<file path="src/rtl/pc_reg.sv">
// Program-counter register for the IF stage: holds the fetch address, loads on PC_write, holds on stall.
// Optional macro PC_ALIGN_CHECK_EN word-aligns loaded values and reports misaligned loads.
module pc_reg #(
  parameter int               WIDTH        = 32,
  parameter logic [WIDTH-1:0] RESET_VECTOR = '0,
  parameter int               INC          = 4
) (
  input  logic             clk,
  input  logic             rst,
  input  logic             PC_write,
  input  logic [WIDTH-1:0] pc_in,
  output logic [WIDTH-1:0] pc_out,
  output logic [WIDTH-1:0] pc_plus4,
  output logic             misalign
);

  logic [WIDTH-1:0] load_value;
  logic             load_misalign;

`ifdef PC_ALIGN_CHECK_EN
  // The low two bits are dropped from the address but remembered in the flag.
  assign load_value    = {pc_in[WIDTH-1:2], 2'b00};
  assign load_misalign = |pc_in[1:0];
`else
  assign load_value    = pc_in;
  assign load_misalign = 1'b0;
`endif

  always_ff @(posedge clk) begin
    if (!rst) begin
      pc_out   <= RESET_VECTOR;
      misalign <= 1'b0;
    end else if (PC_write) begin
      pc_out   <= load_value;
      misalign <= load_misalign;
    end
  end

  // Sequential successor wraps modulo 2^WIDTH; carry out is discarded.
  assign pc_plus4 = pc_out + WIDTH'(INC);

endmodule

</file>
<file path="config.mk">
export PLATFORM = sky130hd
export DESIGN_NAME = pc_reg
export DESIGN_NICKNAME = d
export VERILOG_FILES = /design/src/rtl/pc_reg.sv
export SDC_FILE = /design/constraint.sdc
export NUM_CORES = 1
export LEC_CHECK = 0
export ABC_CLOCK_PERIOD_IN_PS = 1800
export BUFFER_PORTS_ARGS = -buffer_cell sky130_fd_sc_hd__buf_4
export CAP_MARGIN = 0
export CORE_MARGIN = 8
export CORE_UTILIZATION = 40
export DETAILED_ROUTE_END_ITERATION = 7
export MAX_ROUTING_LAYER = met4
export PLACE_DENSITY = 0.73
export SKIP_LAST_GASP = 1
export SLEW_MARGIN = 20
export SYNTH_ARGS = -nofsm -noshare
export SYNTH_HDL_FRONTEND = slang
export SYNTH_SLANG_ARGS = --single-unit
</file>
<file path="constraint.sdc">
create_clock -name clk -period 1.8 [get_ports clk]
set_input_delay 0.09 -clock clk [delete_from_list [all_inputs] [get_ports clk]]
set_output_delay 0.09 -clock clk [all_outputs]
set_load 0.005 [all_outputs]
</file>
==> impl_metrics.py <==
metrics = {
    "global_route": {
        "grtUsageMet1_pct": 18.10,
        "met3_usage_pct": 4.102,
        "grt_antenna_before_repair": 0,
        "met2_usage_pct": 25.39,
        "top_usage_layer": "met2",
        "overflow": 0,
        "grt_pass1_vias": 1719,
        "track_usage_pct": 15.65,
        "grt_max_degree": 33,
        "grt_pass1_wl_um": 8742,
    },
    "synth": {
        "async_flop_share_pct": 0,
        "dominantRegCellSynth": "dfxtp_1",
        "seq_area_frac_synth_pct": 35.70,
        "synth_cell_types": 22,
        "synth_top_cell_area_share_pct": 35.70,
        "yosys-top-cells-count": "dfxtp_1, mux2i_1, nor2b_1",
        "postSynthCellCount": 190,
        "yosysTopAreaCell": "dfxtp_1",
        "synthTopCellsByArea": "dfxtp_1, mux2i_1, xnor2_1",
        "syn_avg_cell_area_um2": 9.443,
        "synth_warnings": 0,
        "syn-cell-area_um2": 1794,
        "synth_nets": 226,
        "synth_edf_count": 0,
        "synth.ff_latch_count": 32,
    },
    "timing": {
        "slew_viol_final": 0,
        "tightest_slew_ns": 0.5587,
        "max_freq_ghz": 0.5538,
        "min_period_ns": 1.806,
        "post-route-period-util_pct": 100.3,
        "hold_viol": 0,
        "setup_slack_ns": -0.005722,
        "slew_headroom_pct": 62.76,
        "rsz0062_at_grt": "yes",
        "fin_setup_tns_ns": -0.005722,
        "finalSetupViolCount": 1,
        "final.setup_skew_ns": 0,
    },
    "setup_path": {
        "crit_type": "register to output pin",
        "crit_path_frequent_cell": "nand4_1",
        "critical_path.max_fanout": 5,
        "cp_data_arrival_time_ns": 1.72,
        "cp_slowest_cell": "nor4_4",
        "cp-start-kind": "register",
        "worstPathCellList": "nand4_1 > buf_6 > nor4_4 > nand4_1 > xnor2_1 > buf_4",
        "slowest_delay_ns": 0.36,
        "cp.required_ns": 1.71,
        "endpoint_kind": "output pin",
    },
    "final_layout": {
        "multiInputGateArea_um2": 1137,
        "synthToLayoutAreaGrowth_pct": 65.06,
        "reg_top3": "pc_out x32",
        "largest_reg_flops": 32,
        "drive_above_1_share_pct": 51.11,
        "max_flop_register": "pc_out",
        "register_area_um2": 674.4,
        "diodes": 0,
        "fill_cells": 372,
        "final_core_util_pct": 68.49,
        "final_nets": 350,
        "fin_area_um2": 2962,
    },
    "clock_tree": {
        "clk_latency_ns": 0.27,
        "cts_buffer_depth": 2,
        "numCtsBuffers": 5,
        "h-tree-depth": 2,
        "cts_tree": "done",
        "cts-root-buf": "clkbuf_8",
        "ctsHoldBuffers": 0,
        "cts_sinks": 32,
        "path_clk_slew_ns": 0.06,
    },
    "power": {
        "clockPowerShare_pct": 31.1,
        "comb_power_share_pct": 23.1,
        "finalPower_w": 0.001746,
        "seqPwrFrac_pct": 45.8,
        "peakVddDrop_mv": 0.4033,
        "power_switching_w": 0.0004322,
        "p_leak_nw": 1.410,
        "switching_share_pct": 24.75,
        "cellPowerDensity_nw_per_um2": 589.7,
        "internal_power_w": 0.001314,
    },
    "routing": {
        "drc": 0,
        "wl_per_cell_um": 15.50,
        "drtPass1Iterations": 4,
        "num_vias": 1765,
        "drtAntennaViolNets": 0,
        "drtIter0Drc": 73,
        "wirelength_um": 5688,
        "via_per_inst": 4.809,
    },
    "run": {
        "cap_violations": 0,
    },
    "floorplanning": {
        "io_pins": 100,
        "coreArea_um2": 4324,
        "rows": 24,
        "fp.dieW_um": 82.98,
        "fp.dieArea_um2": 6885,
        "die_h_um": 82.98,
        "start_util_pct": 41.49,
    },
    "run_status": {
        "violations": "setup timing",
        "outcome": "complete, but fails checks",
    },
    "placed_design": {
        "placed_cell_area_um2": 2635,
        "portBuffers": 98,
        "pre_cts_ws_ns": 0.07951,
        "place.gp.congestion": 0.7776,
        "hpwl_um": 4160,
    },
    "min_path": {
        "hp-class": "input port to register",
    },
}
[critical path, delay by kind of cell (launching register included)]
kind,cells,cell delay [ns]
DFF,1,0.35
buffers and inverters,2,0.28
xor gates and xnor gates,1,0.20
and+or+nand+nor,3,0.62
[stage by stage]
step	hold WS [ns]	instances
floorplan	0.2182	190
global placement	0.3466	342
detailed placement	0.3540	342
CTS	0.06851	353
global route	0.06661	367
finish	0.07510	367
[power groups by stage]
stage                     Clock [W]  Sequential, W  Combinational [W]
after global placement            0       0.000811           0.000381
final                      0.000544       0.000800           0.000403
after detailed placement          0       0.000812           0.000385
after CTS                  0.000564       0.000801           0.000391
after global routing       0.000604       0.000807           0.000438
after floorplan                   0       0.000822           0.000141
[worst paths after layout]
kind                            startpoint            to  slack [ns]  cells past startpoint
worst max-delay path            pc_out[19]  pc_plus4[30]      -0.006                      6
worst min-delay path             pc_in[27]    pc_out[27]        0.08                      3
worst max register to register   pc_out[5]     pc_out[5]        0.90                      4
worst min register to register   pc_out[1]     pc_out[1]        0.56                      2
[cell families (layout without fill, tap and decap cells)]
family,count (synthesis),in the layout,synth area share [%]
simple gates,82,82,28.03
mux,32,32,17.85
flops,32,32,35.70
xor+xnor,28,28,13.67
buf+inv,14,139,3.835
fa+ha+maj,1,1,0.6972
other cells,1,1,0.2090
[cells in the final DEF (no fill, tap or decap), types with 5 or more instances in the layout]
| cell type | n |
|---|---|
| nand2_1 | 8 |
| buf_4 | 122 |
| buf_6 | 6 |
| nand3_1 | 9 |
| clkbuf_8 | 6 |
| xnor2_1 | 23 |
| dfxtp_4 | 6 |
| dfxtp_2 | 9 |
| nor2_1 | 5 |
| nand4_1 | 13 |
| mux2i_1 | 32 |
| dfxtp_1 | 17 |
| nor2b_1 | 32 |
[layer usage]
metal	up-vias	wire length [µm]	share of wire, %
li1	893	-	-
met2	63	2862	50
met1	805	2450	43
met4	0	55	0.97
met3	4	319	5.6
met5	-	0	0
[area by class of cell]
cell class / count / share of cell area (%)
Clock buffer: 8 / 3.042
Tap cell: 52 / 2.197
Sequential cell: 32 / 22.77
Inverter: 3 / 0.3802
Multi-Input combinational cell: 144 / 38.40
Timing Repair Buffer: 128 / 33.21
[repair_timing]
item                       in CTS  in global routing
resized for setup              16                 24
setup buffers                   3                 14
cloned                          0                  0
setup endpoints to repair      20                 19
pin swaps                       7                 20
Note: power is estimated with default switching activity, not from simulation.
